File: src/rtl/rotator_scheduler_if.sv
// Handshake bundle between rotator_scheduler, its requesting channels, the shared rotator
// and the tagged-result sink.
interface rotator_scheduler_if #(
    parameter int unsigned G_DWIDTH  = 24,
    parameter int unsigned G_NUM_CH  = 4,
    parameter int unsigned G_CH_BITS = $clog2(G_NUM_CH)
);
    // Channel request side
    logic [G_NUM_CH*G_DWIDTH-1:0] ch_re;
    logic [G_NUM_CH*G_DWIDTH-1:0] ch_im;
    logic [G_NUM_CH-1:0]          ch_valid;
    logic [G_NUM_CH-1:0]          ch_ready;

    // Rotator issue side
    logic [G_DWIDTH-1:0]          rot_re;
    logic [G_DWIDTH-1:0]          rot_im;
    logic [1:0]                   rot_phase;
    logic                         rot_valid;
    logic                         rot_ready;

    // Rotator result side
    logic [G_DWIDTH-1:0]          res_re;
    logic [G_DWIDTH-1:0]          res_im;
    logic                         res_valid;
    logic                         res_ready;

    // Tagged output side
    logic [G_DWIDTH-1:0]          dout_re;
    logic [G_DWIDTH-1:0]          dout_im;
    logic [G_CH_BITS-1:0]         dout_ch;
    logic                         dout_valid;
    logic                         dout_ready;

    modport master (
        input  ch_re, ch_im, ch_valid,
        output ch_ready,
        output rot_re, rot_im, rot_phase, rot_valid,
        input  rot_ready,
        input  res_re, res_im, res_valid,
        output res_ready,
        output dout_re, dout_im, dout_ch, dout_valid,
        input  dout_ready
    );

    modport slave (
        output ch_re, ch_im, ch_valid,
        input  ch_ready,
        input  rot_re, rot_im, rot_phase, rot_valid,
        output rot_ready,
        output res_re, res_im, res_valid,
        input  res_ready,
        input  dout_re, dout_im, dout_ch, dout_valid,
        output dout_ready
    );
endinterface

File: src/rtl/rotator_scheduler.sv
// Round-robin scheduler sharing one quarter-turn rotator among G_NUM_CH channels, with a
// per-channel phase counter and a single transaction in flight.
module rotator_scheduler #(
    parameter int unsigned G_DWIDTH  = 24,
    parameter int unsigned G_NUM_CH  = 4,
    parameter int unsigned G_CH_BITS = $clog2(G_NUM_CH)
) (
    input  logic                clk,
    input  logic                reset,
    input  logic                enable,
    input  logic [G_NUM_CH-1:0] phase_clr,
    rotator_scheduler_if.master bus
);

    typedef enum logic [1:0] {SM_ARB, SM_ISSUE, SM_WAIT, SM_SEND} state_e;

    localparam logic [G_CH_BITS-1:0] LastCh = G_CH_BITS'(G_NUM_CH - 1);

    state_e                     state_q, state_d;
    logic [G_NUM_CH-1:0][1:0]   phase_q, phase_d;
    logic [G_CH_BITS-1:0]       last_grant_q, last_grant_d;
    logic [G_CH_BITS-1:0]       grant_q, grant_d;
    logic [G_DWIDTH-1:0]        cap_re_q, cap_re_d;
    logic [G_DWIDTH-1:0]        cap_im_q, cap_im_d;
    logic [1:0]                 cap_ph_q, cap_ph_d;
    logic [G_DWIDTH-1:0]        res_re_q, res_re_d;
    logic [G_DWIDTH-1:0]        res_im_q, res_im_d;

    logic                       win_found;
    logic [G_CH_BITS-1:0]       win_idx;
    int                         cand;
    logic                       transfer;
    logic [G_DWIDTH-1:0]        sel_re;
    logic [G_DWIDTH-1:0]        sel_im;
    logic [1:0]                 sel_ph;

    // Round-robin search starting just after the last completed grant.
    always_comb begin
        win_found = 1'b0;
        win_idx   = '0;
        cand      = 0;
        for (int k = 1; k <= int'(G_NUM_CH); k++) begin
            cand = (int'(last_grant_q) + k) % int'(G_NUM_CH);
            if (!win_found && bus.ch_valid[cand[G_CH_BITS-1:0]]) begin
                win_found = 1'b1;
                win_idx   = cand[G_CH_BITS-1:0];
            end
        end
    end

    // Reset and enable gate ch_ready directly so no grant is offered while either is active.
    assign transfer     = (state_q == SM_ARB) && enable && reset && win_found;
    assign bus.ch_ready = transfer ? (G_NUM_CH'(1) << win_idx) : '0;

    always_comb begin
        sel_re = '0;
        sel_im = '0;
        sel_ph = '0;
        for (int i = 0; i < int'(G_NUM_CH); i++) begin
            if (win_idx == G_CH_BITS'(i)) begin
                sel_re = bus.ch_re[i*G_DWIDTH +: G_DWIDTH];
                sel_im = bus.ch_im[i*G_DWIDTH +: G_DWIDTH];
                sel_ph = phase_q[i];
            end
        end
    end

    // Clear beats increment when coincident with a transfer on the same channel.
    always_comb begin
        phase_d = phase_q;
        for (int i = 0; i < int'(G_NUM_CH); i++) begin
            if (!enable || phase_clr[i]) begin
                phase_d[i] = 2'd0;
            end else if (transfer && (win_idx == G_CH_BITS'(i))) begin
                phase_d[i] = phase_q[i] + 2'd1;
            end
        end
    end

    always_comb begin
        state_d      = state_q;
        last_grant_d = last_grant_q;
        grant_d      = grant_q;
        cap_re_d     = cap_re_q;
        cap_im_d     = cap_im_q;
        cap_ph_d     = cap_ph_q;
        res_re_d     = res_re_q;
        res_im_d     = res_im_q;

        if (!enable) begin
            state_d      = SM_ARB;
            last_grant_d = LastCh;
        end else begin
            unique case (state_q)
                SM_ARB: begin
                    if (transfer) begin
                        state_d  = SM_ISSUE;
                        grant_d  = win_idx;
                        cap_re_d = sel_re;
                        cap_im_d = sel_im;
                        cap_ph_d = sel_ph;
                    end
                end
                SM_ISSUE: begin
                    if (bus.rot_ready) begin
                        state_d = SM_WAIT;
                    end
                end
                SM_WAIT: begin
                    if (bus.res_valid) begin
                        state_d  = SM_SEND;
                        res_re_d = bus.res_re;
                        res_im_d = bus.res_im;
                    end
                end
                SM_SEND: begin
                    if (bus.dout_ready) begin
                        state_d      = SM_ARB;
                        last_grant_d = grant_q;
                    end
                end
                default: state_d = SM_ARB;
            endcase
        end
    end

    always_ff @(posedge clk or negedge reset) begin
        if (!reset) begin
            state_q      <= SM_ARB;
            phase_q      <= '0;
            last_grant_q <= LastCh;
            grant_q      <= '0;
            cap_re_q     <= '0;
            cap_im_q     <= '0;
            cap_ph_q     <= '0;
            res_re_q     <= '0;
            res_im_q     <= '0;
        end else begin
            state_q      <= state_d;
            phase_q      <= phase_d;
            last_grant_q <= last_grant_d;
            grant_q      <= grant_d;
            cap_re_q     <= cap_re_d;
            cap_im_q     <= cap_im_d;
            cap_ph_q     <= cap_ph_d;
            res_re_q     <= res_re_d;
            res_im_q     <= res_im_d;
        end
    end

    assign bus.rot_valid  = (state_q == SM_ISSUE);
    assign bus.rot_re     = cap_re_q;
    assign bus.rot_im     = cap_im_q;
    assign bus.rot_phase  = cap_ph_q;
    assign bus.res_ready  = (state_q == SM_WAIT);
    assign bus.dout_valid = (state_q == SM_SEND);
    assign bus.dout_re    = res_re_q;
    assign bus.dout_im    = res_im_q;
    assign bus.dout_ch    = grant_q;

endmodule

File: src/flat_wrapper.sv
// flat-port wrapper written by rule: the top's interface ports become plain ports
module rotator_scheduler_flat 
#(
    parameter int unsigned G_DWIDTH  = 24,
    parameter int unsigned G_NUM_CH  = 4,
    parameter int unsigned G_CH_BITS = $clog2(G_NUM_CH)
)
  (clk, reset, enable, phase_clr, bus_ch_re, bus_ch_im, bus_ch_valid, bus_ch_ready, bus_rot_re, bus_rot_im, bus_rot_phase, bus_rot_valid, bus_rot_ready, bus_res_re, bus_res_im, bus_res_valid, bus_res_ready, bus_dout_re, bus_dout_im, bus_dout_ch, bus_dout_valid, bus_dout_ready);
  rotator_scheduler_if #(.G_DWIDTH(G_DWIDTH), .G_NUM_CH(G_NUM_CH), .G_CH_BITS(G_CH_BITS)) bus_i ();
  input  logic clk;
  input  logic reset;
  input  logic enable;
  input  logic [G_NUM_CH-1:0] phase_clr;
  input wire logic [$bits(bus_i.ch_re)-1:0] bus_ch_re;
  input wire logic [$bits(bus_i.ch_im)-1:0] bus_ch_im;
  input wire logic [$bits(bus_i.ch_valid)-1:0] bus_ch_valid;
  output wire logic [$bits(bus_i.ch_ready)-1:0] bus_ch_ready;
  output wire logic [$bits(bus_i.rot_re)-1:0] bus_rot_re;
  output wire logic [$bits(bus_i.rot_im)-1:0] bus_rot_im;
  output wire logic [$bits(bus_i.rot_phase)-1:0] bus_rot_phase;
  output wire logic [$bits(bus_i.rot_valid)-1:0] bus_rot_valid;
  input wire logic [$bits(bus_i.rot_ready)-1:0] bus_rot_ready;
  input wire logic [$bits(bus_i.res_re)-1:0] bus_res_re;
  input wire logic [$bits(bus_i.res_im)-1:0] bus_res_im;
  input wire logic [$bits(bus_i.res_valid)-1:0] bus_res_valid;
  output wire logic [$bits(bus_i.res_ready)-1:0] bus_res_ready;
  output wire logic [$bits(bus_i.dout_re)-1:0] bus_dout_re;
  output wire logic [$bits(bus_i.dout_im)-1:0] bus_dout_im;
  output wire logic [$bits(bus_i.dout_ch)-1:0] bus_dout_ch;
  output wire logic [$bits(bus_i.dout_valid)-1:0] bus_dout_valid;
  input wire logic [$bits(bus_i.dout_ready)-1:0] bus_dout_ready;
  assign bus_i.ch_re = bus_ch_re;
  assign bus_i.ch_im = bus_ch_im;
  assign bus_i.ch_valid = bus_ch_valid;
  assign bus_ch_ready = bus_i.ch_ready;
  assign bus_rot_re = bus_i.rot_re;
  assign bus_rot_im = bus_i.rot_im;
  assign bus_rot_phase = bus_i.rot_phase;
  assign bus_rot_valid = bus_i.rot_valid;
  assign bus_i.rot_ready = bus_rot_ready;
  assign bus_i.res_re = bus_res_re;
  assign bus_i.res_im = bus_res_im;
  assign bus_i.res_valid = bus_res_valid;
  assign bus_res_ready = bus_i.res_ready;
  assign bus_dout_re = bus_i.dout_re;
  assign bus_dout_im = bus_i.dout_im;
  assign bus_dout_ch = bus_i.dout_ch;
  assign bus_dout_valid = bus_i.dout_valid;
  assign bus_i.dout_ready = bus_dout_ready;
  rotator_scheduler #(.G_DWIDTH(G_DWIDTH), .G_NUM_CH(G_NUM_CH), .G_CH_BITS(G_CH_BITS)) u_core (.clk(clk), .reset(reset), .enable(enable), .phase_clr(phase_clr), .bus(bus_i));
endmodule
File: config.mk
export PLATFORM = sky130hd
export DESIGN_NAME = rotator_scheduler_flat
export DESIGN_NICKNAME = d
export VERILOG_FILES = /design/src/rtl/rotator_scheduler_if.sv /design/src/rtl/rotator_scheduler.sv /design/src/flat_wrapper.sv
export SDC_FILE = /design/constraint.sdc
export NUM_CORES = 1
export LEC_CHECK = 0
export ABC_AREA = 1
export ABC_CLOCK_PERIOD_IN_PS = 2070
export BUFFER_PORTS_ARGS = -buffer_cell sky130_fd_sc_hd__buf_2
export CELL_PAD_IN_SITES_DETAIL_PLACEMENT = 2
export CELL_PAD_IN_SITES_GLOBAL_PLACEMENT = 2
export CORE_MARGIN = 4
export CORE_UTILIZATION = 21
export DETAILED_ROUTE_END_ITERATION = 8
export PLACE_DENSITY_LB_ADDON = 0.1
export SETUP_SLACK_MARGIN = 0.4
export SYNTH_ARGS = -nofsm -noshare
export SYNTH_HDL_FRONTEND = slang
export SYNTH_SLANG_ARGS = --single-unit
File: constraint.sdc
create_clock -name clk -period 2.07 [get_ports clk]
set_input_delay 0 -clock clk [delete_from_list [all_inputs] [get_ports clk]]
set_output_delay 0 -clock clk [all_outputs]
set_load 0.02 [all_outputs]
=== After elaboration in Yosys (flattened, before gate mapping) ===
Index checks and enable logic that the tools add are counted.

* Output and inout port bits: 107
* Logic and storage cells: 111
* RAM bits: 0
* Register bits: 112
* Memories: 0
* Memory bits (read-only): 0
* Bits of input ports: 254
* Bits in latches: 0

* Bitwise operators: 0
* Mux-type cells: 46
* Order comparisons: 4
* Divide/modulo/power cells: 0
* Multiply operators: 0
* Add/sub/neg operators: 8
* Reductions and logical operators: 28
* Equality and inequality tests: 12
* Shift-type cells: 1

{| class="wikitable"
|+ Operators by type and width
! cell !! count
|-
| $mux 24 || 8
|-
| $mux 2 || 24
|-
| $add 2x1->2 const B || 6
|-
| $lt 2x3->1 const B || 4
|-
| $logic_and 1x1->1 || 10
|-
| $ne 3x2->1 const B || 3
|-
| $bmux 1 s2 || 4
|-
| $eq 2x2->1 const B || 4
|-
| $mux 1 || 8
|-
| $pmux 2 s4 || 1
|-
| $reduce_bool 2->1 || 4
|-
| $reduce_and 3->1 || 2
|-
| $add 2x2->2 const B || 2
|-
| $eq 2x1->1 const B || 2
|-
| $logic_not 1->1 || 4
|-
| $logic_not 2->1 || 2
|-
| $logic_or 1x1->1 || 4
|-
| $mux 4 || 1
|-
| $ne 2x1->1 const B || 2
|-
| $reduce_and 4->1 || 1
|-
| $shl 1x2->4 const A || 1
|-
| $ne 3x3->1 const B || 1
|-
| $reduce_and 2->1 || 1
|}

=== Depth between registers and ports, before layout ===
Gate-level depths: netlist (run 1).

* Depth after elaboration: 18
* Gate-level depth with buffers: 18
* Gate-level depth less buffers: 15

=== Worst setup path after synthesis (run 1) ===
No wires, ideal clock.

* Path kind: register to register
* From: register u_core.last_grant_q[1]
* To: register u_core.phase_q[0] (netlist name)
* Stages on the path, launching flop included: 15
* Required time: 1,953 ps
* Path slack: -85 ps
* Clock period less this slack: 2,155 ps
* Buffers on the path: 2
* Library setup time: 117 ps
* Arrival: 2,038 ps
* Path through: dfstp_2 -> buf_4 -> inv_4 -> nand2_1 -> nand2_1 -> nand2_2 -> a21boi_1 -> nand2_1 -> inv_2 -> nand2_2 -> buf_6 -> nor3_2 -> inv_1 -> nand3_1 -> nand2_1

* Longest elaborated chain between the ends: 16
* Elaborated cells on any way between the ends: 30
* Those cells by class: 4 x add/sub; 16 x mux; 10 x reduce/logical

{| class="wikitable"
|+ Ends and longest elaborated chain
! item !! line !! source
|-
| from (decl) || rotator_scheduler.sv:21 || <nowiki>logic [G_CH_BITS-1:0] last_grant_q, last_grant_d;</nowiki>
|-
| from (signal assigned) || rotator_scheduler.sv:131 || <nowiki>last_grant_q <= LastCh;</nowiki>
|-
| from (signal assigned) || rotator_scheduler.sv:141 || <nowiki>last_grant_q <= last_grant_d;</nowiki>
|-
| $add 2x1->2 || rotator_scheduler.sv:43 || <nowiki>cand = (int'(last_grant_q) + k) % int'(G_NUM_CH);</nowiki>
|-
| $bmux 1 s2 || rotator_scheduler.sv:44 || <nowiki>if (!win_found && bus.ch_valid[cand[G_CH_BITS-1:0]]) begin</nowiki>
|-
| $mux 1 (implied by the code) || rotator_scheduler.sv:44 ||
|-
| $mux 1 || rotator_scheduler.sv:44 ||
|-
| $logic_not 1->1 || rotator_scheduler.sv:44 ||
|-
| $logic_and 1x1->1 || rotator_scheduler.sv:44 ||
|-
| $mux 1 || rotator_scheduler.sv:44 ||
|-
| $logic_not 1->1 || rotator_scheduler.sv:44 ||
|-
| $logic_and 1x1->1 || rotator_scheduler.sv:44 ||
|-
| $mux 1 || rotator_scheduler.sv:44 ||
|-
| $logic_not 1->1 || rotator_scheduler.sv:44 ||
|-
| $logic_and 1x1->1 || rotator_scheduler.sv:44 ||
|-
| $mux 2 or $mux 1 (tied branches) || rotator_scheduler.sv:44 ||
|-
| $logic_not 2->1 or $logic_and 1x1->1 (tied branches) || rotator_scheduler.sv:74, rotator_scheduler.sv:52 ||
|-
| $logic_and 1x1->1 (*) || rotator_scheduler.sv:74 || <nowiki>end else if (transfer && (win_idx == G_CH_BITS'(i))) begin</nowiki>
|-
| $reduce_bool 2->1 (no line) (*) || - ||
|-
| to (signal assigned) || rotator_scheduler.sv:140 || <nowiki>phase_q <= phase_d;</nowiki>
|-
| to (decl) || rotator_scheduler.sv:20 || <nowiki>logic [G_NUM_CH-1:0][1:0] phase_q, phase_d;</nowiki>
|}

Mark *: on every way between the ends. The rest lies on a longest branch, timed or not. The select of a mux whose other input is x is not followed.
A chain may end at the register's enable or synchronous reset.

=== Final worst setup path (run 1) ===
* From: register u_core.last_grant_q[0]
* To: output port bus_ch_ready[2]

* Longest elaborated chain between the ends: 15
* Elaborated cells on any way between the ends: 29
* Those cells by class: 4 x add/sub; 1 x shift; 17 x mux; 7 x reduce/logical

{| class="wikitable"
|+ Ends and longest elaborated chain
! item !! line !! source
|-
| $add 2x1->2 || rotator_scheduler.sv:43 ||
|-
| $bmux 1 s2 || rotator_scheduler.sv:44 ||
|-
| $mux 1 (implied by the code) || rotator_scheduler.sv:44 ||
|-
| $mux 1 || rotator_scheduler.sv:44 ||
|-
| $logic_not 1->1 || rotator_scheduler.sv:44 ||
|-
| $logic_and 1x1->1 || rotator_scheduler.sv:44 ||
|-
| $mux 1 || rotator_scheduler.sv:44 ||
|-
| $logic_not 1->1 || rotator_scheduler.sv:44 ||
|-
| $logic_and 1x1->1 || rotator_scheduler.sv:44 ||
|-
| $mux 1 || rotator_scheduler.sv:44 ||
|-
| $logic_not 1->1 || rotator_scheduler.sv:44 ||
|-
| $logic_and 1x1->1 || rotator_scheduler.sv:44 ||
|-
| $mux 2 or $mux 1 (tied branches) || rotator_scheduler.sv:44 ||
|-
| $shl 1x2->4 or $logic_and 1x1->1 (tied branches) || rotator_scheduler.sv:53, rotator_scheduler.sv:52 ||
|-
| $mux 4 (*) || rotator_scheduler.sv:53 || <nowiki>assign bus.ch_ready = transfer ? (G_NUM_CH'(1) << win_idx) : '0;</nowiki>
|-
| to (decl) || flat_wrapper.sv:17 || <nowiki>output wire logic [$bits(bus_i.ch_ready)-1:0] bus_ch_ready;</nowiki>
|}

Marks and branches as above.

==> results of run 1 <==
-- cell usage in the layout, fill, tap and decap left out, drive strengths merged --
cell type,instances
o21bai,42
clkbuf,14
nor3,1
dfrtp,110
buf,475
nand3,133
a21boi,1
dlygate4sd3,203
o21ai,52
xor2,3
clkinv,4
nand3b,1
a21oi,4
nand4,5
inv,95
dfstp,2
ha,4
nand2,271
mux2,48
nor2,17
diode,3
-- per-stage QoR --
stage | instances | worst slack [ps]
2_1_floorplan | 837 | 7.181
3_5_place_dp | 1595 | -419.5
6_report | 1884 | -467.1
4_1_cts | 1865 | -451.0
5_1_grt | 1884 | -585.2
3_3_place_gp | 1595 | -268.4
-- how the worst max path moves through the flow --
stage,startpoint,to,slack (ps)
2_1_floorplan,u_core.last_grant_q[0],u_core.bus.rot_im[1],7
3_3_place_gp,u_core.last_grant_q[0],u_core.bus.rot_im[7],-270
3_5_place_dp,u_core.last_grant_q[0],u_core.phase_q[2],-420
4_1_cts,u_core.last_grant_q[0],u_core.bus.rot_im[22],-450
5_1_grt,u_core.last_grant_q[0],bus_ch_ready[2],-590
6_report,u_core.last_grant_q[0],bus_ch_ready[2],-470
-- critical path: cells and delay by family (launching register included) --
kind          cells  cell delay, ps
buf+inv           6             820
flops             1             630
simple gates      8             690
-- kinds of logic after synthesis --
kind of cell | after synthesis | synth area share, %
compound gates | 99 | 9.478
mux | 48 | 8.238
fa+ha+maj | 4 | 0.7628
xor+xnor | 3 | 0.4005
buf+inv | 143 | 9.706
simple gates | 428 | 28.66
flops | 112 | 42.75
-- per-layer routing --
layer  global-route usage (%)  share of wire [%]  vias up  wire (um)
met3                    4.421                5.2       47       2048
li1                         -                  -     3980          -
met1                    24.91                 38     4162      15000
met2                    41.26                 55      239      21460
met5                        0              0.033        -         13
met4                    6.224                2.1        2        822
-- timing repair --
action,CTS,global route
endpoints found under the setup margin,66,114
setup buffers,41,12
resized for setup,100,38
pin swaps,50,14
hold endpoints to repair,216,0
hold buffers,203,0
gates cloned,10,4
-- final cells by class --
type | count | area [um2] | area share, %
clock inverters | 6 | 57.56 | 0.4463
diodes | 3 | 7.507 | 0.05821
inverters | 93 | 376.6 | 2.920
repair buffers | 682 | 5435 | 42.15
clock buffers | 10 | 229.0 | 1.775
flip-flops and latches | 112 | 2805 | 21.75
multi-input cells | 582 | 3490 | 27.06
well taps | 396 | 495.5 | 3.842
-- power groups by stage --
| stage | logic, mW | clock network (mW) | registers (mW) |
|---|---|---|---|
| 6_report | 8.50 | 1.87 | 3.73 |
| 5_1_grt | 9.20 | 2.03 | 3.86 |
| 4_1_cts | 8.09 | 1.94 | 3.68 |
| 3_5_place_dp | 6.80 | 0 | 3.71 |
| 3_3_place_gp | 6.68 | 0 | 3.64 |
| 2_1_floorplan | 2.88 | 0 | 4.82 |
-- flip-flops by register name, summed over array words and instances (netlist names) --
register              cells
u_core.bus.dout_im       24
u_core.bus.dout_re       24
u_core.bus.rot_im        24
u_core.bus.rot_re        24
u_core.phase_q            8
u_core.bus.dout_ch        2
u_core.bus.rot_phase      2
u_core.last_grant_q       2
u_core.state_q            2
==> results.tsv, run 1 <==
metric	value	unit
status	complete, but fails checks	
violations in the final reports	negative setup slack	
growth of design area from synthesis to finish	96.55	%
fraction of power spent switching nets	45.72	%
total of flip-flops plus latches after synthesis	112	
final hold violation count	0	
critical-path maximum fanout	5	
Avg Vias per Cell	4.475	
fill cell total of the finished layout	3475	
startpoint of the most critical hold path	bus_ch_im[57]	
Post-Place Cell Area	0.009176	mm2
half-perimeter wire length after placement	23.60	mm
Crit Reg-Reg Startpoint	u_core.last_grant_q[0]	
total power density per cell area	1094	mW/mm2
chip height	184.8	um
Hold Crit Endpoint	u_core.bus.rot_im[9]	
cell mode on critical path	sky130_fd_sc_hd__nand2_4	
fraction of power consumed by sequential logic	26.5	%
clock network fraction of total power	13.3	%
number of cells on the worst hold path	5	
number of design rule violations left after detail routing	0	
Max Clock Freq	394.2	MHz
power spent charging and discharging nets	6.449	mW
kind of capture point of the worst setup path	output pin	
post-route fraction of the period consumed by the critical path	122.6	%
number of distinct library cells after synthesis	32	
final critical-path setup slack	-467.1	ps
maximum vdd ir drop	0.0004430	V
Yosys top cell area share	41.95	%
worst setup path category	reg2out	
maximum number of pins on one net before global-route repair	113	
global-route congestion overflow total	0	
register clock-pin slew on the reported worst setup and hold paths	80	ps
TNS Setup	-21340	ps
share of the yosys chip area belonging to registers	42.75	%
final net count	1738	
ratio of cells with drive above 1 in the final layout	42.69	%
final estimated routing congestion in global placement	0.7595	
width of the die	184.8	um
commonest register cell after synthesis	sky130_fd_sc_hd__dfrtp_1	
cell breakdown of the critical path	buf_12 -> nand2_4 -> nand2_4 -> nand2_4 -> nand2_4 -> nor2_4 -> buf_6 -> nand4_1 -> nand3_4 -> buf_4 -> buf_12 -> buf_4 -> nor2_4 -> buf_6	
ports placed on the boundary	361	
number of slew-limit violations in the final report	0	
Detail Route Antenna Nets	0	
RSZ-0062 raised after global routing	true	
number of flops mapped to enable cells by yosys	0	
leading cell types by total area after synthesis	sky130_fd_sc_hd__dfrtp_1 (42%), sky130_fd_sc_hd__nand2_1 (15%), sky130_fd_sc_hd__nand3_1 (10%), sky130_fd_sc_hd__mux2_2 (8.2%), sky130_fd_sc_hd__inv_1 (4.8%)	
synthesized area per cell	7.839	um2
Synth Instances	837	
endpoint arrival time on the critical path	2540	ps
Min-Delay Path Class	in2reg	
Post-Route Skew	11.04	ps
first-pass GRT wire length	57.53	mm
minimum hold slack	11.99	ps
final number of setup-violating endpoints	66	
die area	0.03414	mm2
share of total power in combinational logic	60.3	%
Std-Cell Rows	64	
Slowest Stage Delay on Critical Path	630	ps
wire length per cell after detailed routing	20.88	um
most repeated cell in the gate-level netlist after synthesis	sky130_fd_sc_hd__nand2_1	
total wirelength of the detailed-routed design	39.34	mm
critical path startpoint category	flip-flop	
max_cap viols	0	
Final Instance Area	0.01290	mm2
register-to-register setup slack	-390	ps
Core Box Area	0.03067	mm2
final core occ	42.05	%
headroom to the max-slew limit	49.41	%
top post-synthesis cells by count	sky130_fd_sc_hd__nand2_1 (259), sky130_fd_sc_hd__nand3_1 (132), sky130_fd_sc_hd__dfrtp_1 (110)	
Int Power	7.656	mW
via count of the first global-routing pass	9830	
net count of the mapped netlist	1095	
fraction of registers with async set/reset	100.0	%
synth warn	0	
clk root buf	sky130_fd_sc_hd__clkbuf_16	
leakage component of the power	6.891	nW
r2r worst-path depth	16	
top cell type by total area after synthesis	sky130_fd_sc_hd__dfrtp_1	
detailed-router iteration count before antenna repair	6	
Tightest Pin Transition	758.9	ps
initial DRC count	233	
initial cell density of the core	21.39	%
minimum clock period	2537	ps
H-tree levels	3	
Clk Latency, worst-skew pair	380	ps
total via count after detailed routing	8430	
deepest clock path buffer count	2	
Buffers on Ports	360	
TritonCTS Sinks	112	
overall power after layout	14.10	mW
Reg-to-Reg End	u_core.bus.rot_re[3]	
antenna violations before repair	4	
total standard cell area after synthesis	0.006561	mm2
data required time at the worst endpoint	2070	ps
overall global routing resource usage	21.90	%
slowest stage cell on the critical path	sky130_fd_sc_hd__dfstp_2	
TritonCTS buffer count	9	
CTS tree	yes	
Power figures use the tool's default switching activity.
==> run 2: changes to the inputs <==
Settings changed: CORE_UTILIZATION 21 to 22, CTS_BUF_LIST set to sky130_fd_sc_hd__clkbuf_8, CTS_CLUSTER_DIAMETER set to 40, SKIP_CTS_REPAIR_TIMING set to 1.
==> run 2 against run 1 <==
Compared with the run above: the run ends with negative hold slack, negative setup slack left; clock skew increased by 11 ps; global-route usage decreased by 4.2 points; via count shrank 3.1%; critical path type unchanged.
==> results.tsv, run 2 (same netlist as run 1, synthesis figures left out) <==
metric	value	unit
status	complete, but fails checks	
violations in the final reports	negative hold slack, negative setup slack	
Min-Delay Path Class	in2reg	
final critical-path setup slack	-484.2	ps
growth of design area from synthesis to finish	83.52	%
kind of capture point of the worst setup path	output pin	
Std-Cell Rows	62	
Post-Place Cell Area	0.009218	mm2
Tightest Pin Transition	682.1	ps
via count of the first global-routing pass	7892	
deepest clock path buffer count	2	
global-route congestion overflow total	0	
fill cell total of the finished layout	3333	
data required time at the worst endpoint	2070	ps
final core occ	41.39	%
area of the multi-input gates	0.003367	mm2
endpoint arrival time on the critical path	2550	ps
TritonCTS buffer count	9	
wire length per cell after detailed routing	20.15	um
width of the die	180.7	um
critical-path maximum fanout	6	
post-route fraction of the period consumed by the critical path	123.4	%
worst setup path category	reg2out	
Detail Route Antenna Nets	0	
leakage component of the power	6.546	nW
number of design rule violations left after detail routing	0	
Setup WS pre-CTS	-271.7	ps
max_cap viols	0	
critical path startpoint category	flip-flop	
total wirelength of the detailed-routed design	36.98	mm
overall power after layout	12.88	mW
ratio of cells with drive above 1 in the final layout	40.19	%
maximum vdd ir drop	0.0004113	V
minimum clock period	2554	ps
register clock-pin slew on the reported worst setup and hold paths	130	ps
number of slew-limit violations in the final report	0	
half-perimeter wire length after placement	23.08	mm
Core Box Area	0.02909	mm2
TritonCTS Sinks	112	
total power density per cell area	1069	mW/mm2
overall global routing resource usage	17.70	%
maximum number of pins on one net before global-route repair	113	
area taken by flip-flops and latches	0.002805	mm2
initial DRC count	210	
final estimated routing congestion in global placement	0.7266	
Avg Vias per Cell	4.451	
minimum hold slack	-55.40	ps
final net count	1696	
initial cell density of the core	22.55	%
die area	0.03265	mm2
Final Instance Area	0.01204	mm2
detailed-router iteration count before antenna repair	4	
Post-Route Skew	21.76	ps
chip height	180.7	um
RSZ-0062 raised after global routing	true	
first-pass GRT wire length	46.18	mm
Max Clock Freq	391.5	MHz
CTS tree	yes	
H-tree levels	3	
commonest cells after routing, fill and taps aside	sky130_fd_sc_hd__buf_2 (355), sky130_fd_sc_hd__nand2_1 (238), sky130_fd_sc_hd__dlygate4sd3_1 (192)	
final hold violation count	8	
clk root buf	sky130_fd_sc_hd__clkbuf_8	
ports placed on the boundary	361	
final number of setup-violating endpoints	66	
headroom to the max-slew limit	54.53	%
Clk Latency, worst-skew pair	400	ps
commonest non-fill, non-tap cell in the layout	sky130_fd_sc_hd__buf_2	
Buffers on Ports	360	
antenna violations before repair	11	
total via count after detailed routing	8167	
[run 2: cell count changes in the layout (fill, tap and decap cells not counted), moves of 5 or more]
| cell | change |
|---|---|
| sky130_fd_sc_hd__buf_4 | -7 |
| sky130_fd_sc_hd__nand2_1 | +11 |
| sky130_fd_sc_hd__clkbuf_16 | -6 |
| sky130_fd_sc_hd__dlygate4sd3_1 | -11 |
| sky130_fd_sc_hd__diode_2 | +5 |
| sky130_fd_sc_hd__o21bai_4 | -7 |
| sky130_fd_sc_hd__buf_16 | -11 |
| sky130_fd_sc_hd__buf_6 | -7 |
| sky130_fd_sc_hd__nand2_4 | +7 |
| sky130_fd_sc_hd__nand2_2 | -16 |
| sky130_fd_sc_hd__clkbuf_8 | +9 |
| sky130_fd_sc_hd__buf_8 | -6 |
[run 2: layout make-up]
| type | instances | area share (%) |
|---|---|---|
| antenna | 8 | 0.1663 |
| clock buffer | 9 | 1.029 |
| clock inverter | 7 | 0.5507 |
| inverter | 93 | 3.138 |
| multi-input combinational | 582 | 27.96 |
| sequential | 112 | 23.30 |
| tap | 384 | 3.990 |
| timing repair buffer | 639 | 39.83 |
| timing repair inverter | 1 | 0.04156 |
[run 2: worst max-delay path, stage by stage (launching register included)]
cell and delay [ps]:
sky130_fd_sc_hd__dfstp_2 610, sky130_fd_sc_hd__buf_12 150, sky130_fd_sc_hd__inv_8 50, sky130_fd_sc_hd__nand2_4 60, sky130_fd_sc_hd__nand2_4 60, sky130_fd_sc_hd__nand2_4 80, sky130_fd_sc_hd__nand2_4 60, sky130_fd_sc_hd__nor2_4 160
sky130_fd_sc_hd__buf_6 110, sky130_fd_sc_hd__nand4_1 160, sky130_fd_sc_hd__nand3_4 220, sky130_fd_sc_hd__clkinvlp_4 170, sky130_fd_sc_hd__nand2_4 100, sky130_fd_sc_hd__inv_4 40, sky130_fd_sc_hd__buf_6 120
[run 2: report_power, final]
group / internal, mW / total [mW] / switching (mW)
Combinational: 3.19 / 7.79 / 4.60
Sequential: 3.14 / 3.69 / 0.550
Clock: 0.469 / 1.40 / 0.929
Total: 6.80 / 12.9 / 6.08
[run 2: routing by layer]
layer  global-route usage (%)  share of wire (%)  up-vias  wire (um)
met5                        0              0.092        -         34
met4                    2.117                1.9        6        715
met3                    5.852                5.3       46       1974
met2                    31.54                 53      235      19690
met1                    21.45                 39     3981      14560
li1                         -                  -     3899          -
[run 2: path summary, 6_finish.rpt]
check                                        from                     end  slack (ps)  depth (start not counted)
max                        u_core.last_grant_q[0]         bus_ch_ready[1]        -480                         14
min                                 bus_ch_im[89]   u_core.bus.rot_im[17]         -60                          5
max reg2reg                u_core.last_grant_q[0]   u_core.bus.rot_re[14]        -430                         17
min reg2reg                  u_core.bus.rot_re[8]    u_core.bus.rot_re[8]         490                          2
max in group asynchronous                   reset  u_core.bus.dout_im[14]        1300                          3
min in group asynchronous                   reset   u_core.bus.rot_im[18]         250                          3
[run 2: per-stage QoR]
| stage | TNS (ps) | instances |
|---|---|---|
| after floorplan | 0 | 837 |
| after global placement | -8219 | 1586 |
| after detailed placement | -12190 | 1586 |
| after CTS | -13450 | 1602 |
| after global routing | -32150 | 1835 |
| final | -22110 | 1835 |
==> run 3: changes to the inputs <==
Settings changed: ABC_AREA 1 to unset, CORE_UTILIZATION 22 to 23, HOLD_SLACK_MARGIN set to 0.08.
==> run 3 against run 2 <==
Compared with the run above: the run ends with negative setup slack left; final cell count shrank 20%; critical endpoint is now u_core.bus.rot_im[15]; critical path type is now reg2reg; flip-flop and latch count is the same; non-clock buffer count shrank 21; register-to-register slack gained 370 ps; worst hold slack gained 88 ps; wire length shrank 3.1%; via count shrank 9.0%; largest power group unchanged; count of clock-buffer cells in the layout is the same; first-iteration DRC count grew 99%; highest routed layer unchanged; total power shrank 16%.
==> results.tsv, run 3 <==
metric	value	unit
worst setup path category	reg2reg	
critical-path maximum fanout	33	
fraction of registers with async set/reset	100.0	%
headroom to the max-slew limit	54.14	%
maximum number of pins on one net before global-route repair	113	
number of flops mapped to enable cells by yosys	0	
via count of the first global-routing pass	7033	
met3 track utilization from global routing	4.367	%
detailed-router iteration count before antenna repair	4	
first-pass GRT wire length	41.98	mm
slowest stage cell on the critical path	sky130_fd_sc_hd__dfstp_2	
overall global routing resource usage	18.58	%
Avg Vias per Cell	5.049	
count of buffer and inverter cells on the critical path	3	
width of the die	171.4	um
die area	0.02939	mm2
total standard cell area after synthesis	0.006143	mm2
number of distinct library cells after synthesis	42	
fill cell total of the finished layout	2759	
number of design rule violations left after detail routing	0	
routing usage on met1	22.92	%
top post-synthesis cells by count	sky130_fd_sc_hd__dfrtp_1 (110), sky130_fd_sc_hd__mux2_2 (87), sky130_fd_sc_hd__a21oi_1 (58)	
minimum clock period	2127	ps
Yosys top cell area share	44.81	%
top cell type by total area after synthesis	sky130_fd_sc_hd__dfrtp_1	
commonest non-fill, non-tap cell in the layout	sky130_fd_sc_hd__buf_2	
number of slew-limit violations in the final report	0	
Tightest Pin Transition	687.9	ps
deepest clock path buffer count	2	
Buffers on Ports	360	
Detail Route Antenna Nets	0	
RSZ-0062 raised after global routing	true	
initial cell density of the core	23.51	%
Std-Cell Rows	59	
layer carrying the most global-route usage	met2	
Post-Route Skew	19.96	ps
data required time at the worst endpoint	2350	ps
half-perimeter wire length after placement	21.66	mm
Min-Delay Path Class	in2reg	
commonest register cell after synthesis	sky130_fd_sc_hd__dfrtp_1	
share of the yosys chip area belonging to registers	45.66	%
Clk Latency, worst-skew pair	400	ps
synthesized area per cell	10.89	um2
leakage component of the power	5.461	nW
Slowest Stage Delay on Critical Path	620	ps
ratio of cells with drive above 1 in the final layout	49.47	%
endpoint arrival time on the critical path	2410	ps
register clock-pin slew on the reported worst setup and hold paths	130	ps
synth warn	0	
Core Box Area	0.02613	mm2
net count of the mapped netlist	822	
CTS tree	yes	
total via count after detailed routing	7432	
final net count	1387	
H-tree levels	3	
leading cell types by total area after synthesis	sky130_fd_sc_hd__dfrtp_1 (45%), sky130_fd_sc_hd__mux2_2 (16%), sky130_fd_sc_hd__a221o_1 (8.0%), sky130_fd_sc_hd__o31ai_1 (6.4%), sky130_fd_sc_hd__nand4_1 (5.3%)	
Setup WS pre-CTS	5.845	ps
initial DRC count	418	
violations in the final reports	negative setup slack	
TritonCTS Sinks	112	
post-route fraction of the period consumed by the critical path	102.7	%
final hold violation count	0	
total wirelength of the detailed-routed design	35.84	mm
status	complete, but fails checks	
total of flip-flops plus latches after synthesis	112	
total power density per cell area	947.7	mW/mm2
antenna violations before repair	2	
final estimated routing congestion in global placement	0.7801	
max_cap viols	0	
cell breakdown of the critical path	buf_4 -> buf_4 -> o21ai_4 -> nand3_4 -> buf_12 -> mux2_2 -> a221o_1	
Max Clock Freq	470.2	MHz
cell mode on critical path	sky130_fd_sc_hd__buf_4	
critical path startpoint category	flip-flop	
growth of design area from synthesis to finish	85.58	%
ports placed on the boundary	361	
final number of setup-violating endpoints	18	
gate family responsible for the most delay along the worst path	flip-flops	
final standard cell count with taps included and fillers excluded	1472	
most repeated cell in the gate-level netlist after synthesis	sky130_fd_sc_hd__dfrtp_1	
kind of capture point of the worst setup path	flip-flop	
commonest cells after routing, fill and taps aside	sky130_fd_sc_hd__buf_2 (355), sky130_fd_sc_hd__dlygate4sd3_1 (216), sky130_fd_sc_hd__dfrtp_1 (110)	
TritonCTS buffer count	9	
GR met2 Demand/Resource	33.16	%
wire length per cell after detailed routing	24.35	um
Synth Instances	564	
chip height	171.4	um
clk root buf	sky130_fd_sc_hd__clkbuf_8	
maximum vdd ir drop	0.0003135	V
placed cell count	1218	
global-route congestion overflow total	0	
final critical-path setup slack	-56.55	ps
## run 3: cell count changes after synthesis, sizes merged, moves of 47 or more
| cell | before | now |
|---|---|---|
| o31ai | 0 | 52 |
| nand4 | 5 | 52 |
| nand3 | 133 | 9 |
| inv | 91 | 7 |
| nand2 | 271 | 7 |
| a221o | 0 | 49 |
| mux2 | 48 | 97 |
| a21oi | 4 | 58 |
## run 3: power breakdown
group	internal, mW	switching, mW	leakage, nW
logic	2.53	3.19	3.94
clock network	0.468	0.884	0.100
registers	3.15	0.586	1.42
total	6.15	4.66	5.46
## run 3: final cells by class
| class | instances | area (um2) | area share [%] |
|---|---|---|---|
| tap | 335 | 419.2 | 3.676 |
| multi-input combinational | 381 | 3381 | 29.65 |
| antenna | 3 | 7.507 | 0.06585 |
| clock buffer | 9 | 123.9 | 1.086 |
| timing repair buffer | 618 | 4572 | 40.10 |
| sequential | 112 | 2805 | 24.60 |
| inverter | 7 | 26.28 | 0.2305 |
| clock inverter | 7 | 66.31 | 0.5817 |
## run 3: worst paths after layout
kind / endpoint / slack [ps] / start / depth (start not counted)
max: u_core.bus.rot_im[15] / -60 / u_core.last_grant_q[1] / 7
min reg2reg: u_core.bus.dout_im[17] / 510 / u_core.bus.dout_im[17] / 1
max in group asynchronous: u_core.bus.rot_re[8] / 1230 / reset / 3
max reg2reg: u_core.bus.rot_im[15] / -60 / u_core.last_grant_q[1] / 7
min in group asynchronous: u_core.bus.rot_im[5] / 300 / reset / 3
min: u_core.bus.rot_re[9] / 30 / bus_ch_re[9] / 4
## run 3: logic make-up after synthesis
family	share of synthesized area (%)
xor+xnor	0.1426
flops	45.66
buf+inv	4.786
simple gates	9.450
fa+ha+maj	0.8147
mux	17.94
compound gates	21.20
## run 3: routing by layer
metal | vias up | wire length [um]
li1 | 3351 | -
met1 | 3723 | 14100
met2 | 304 | 18890
met3 | 52 | 2065
met4 | 2 | 763
met5 | - | 20
## run 3: tightest hold or removal path: stages
cell and delay, ps:
sky130_fd_sc_hd__buf_2 70, sky130_fd_sc_hd__nand4_1 70, sky130_fd_sc_hd__a21oi_1 130, sky130_fd_sc_hd__a221o_1 110
## run 3: through the flow
| stage | total power [mW] | hold slack [ps] | util, % | cell area, um2 | TNS, ps |
|---|---|---|---|---|---|
| floorplan | 6.626 | -295.6 | - | 6292 | 0 |
| global placement | 8.559 | 193.4 | 32.58 | 8513 | 0 |
| detailed placement | 8.714 | 198.6 | 32.58 | 8513 | 0 |
| CTS | 10.10 | -263.0 | 33.30 | 8703 | -1888 |
| global route | 11.40 | 79.89 | 43.61 | 11400 | -2322 |
| finish | 10.80 | 32.95 | 43.63 | 11400 | -361.9 |
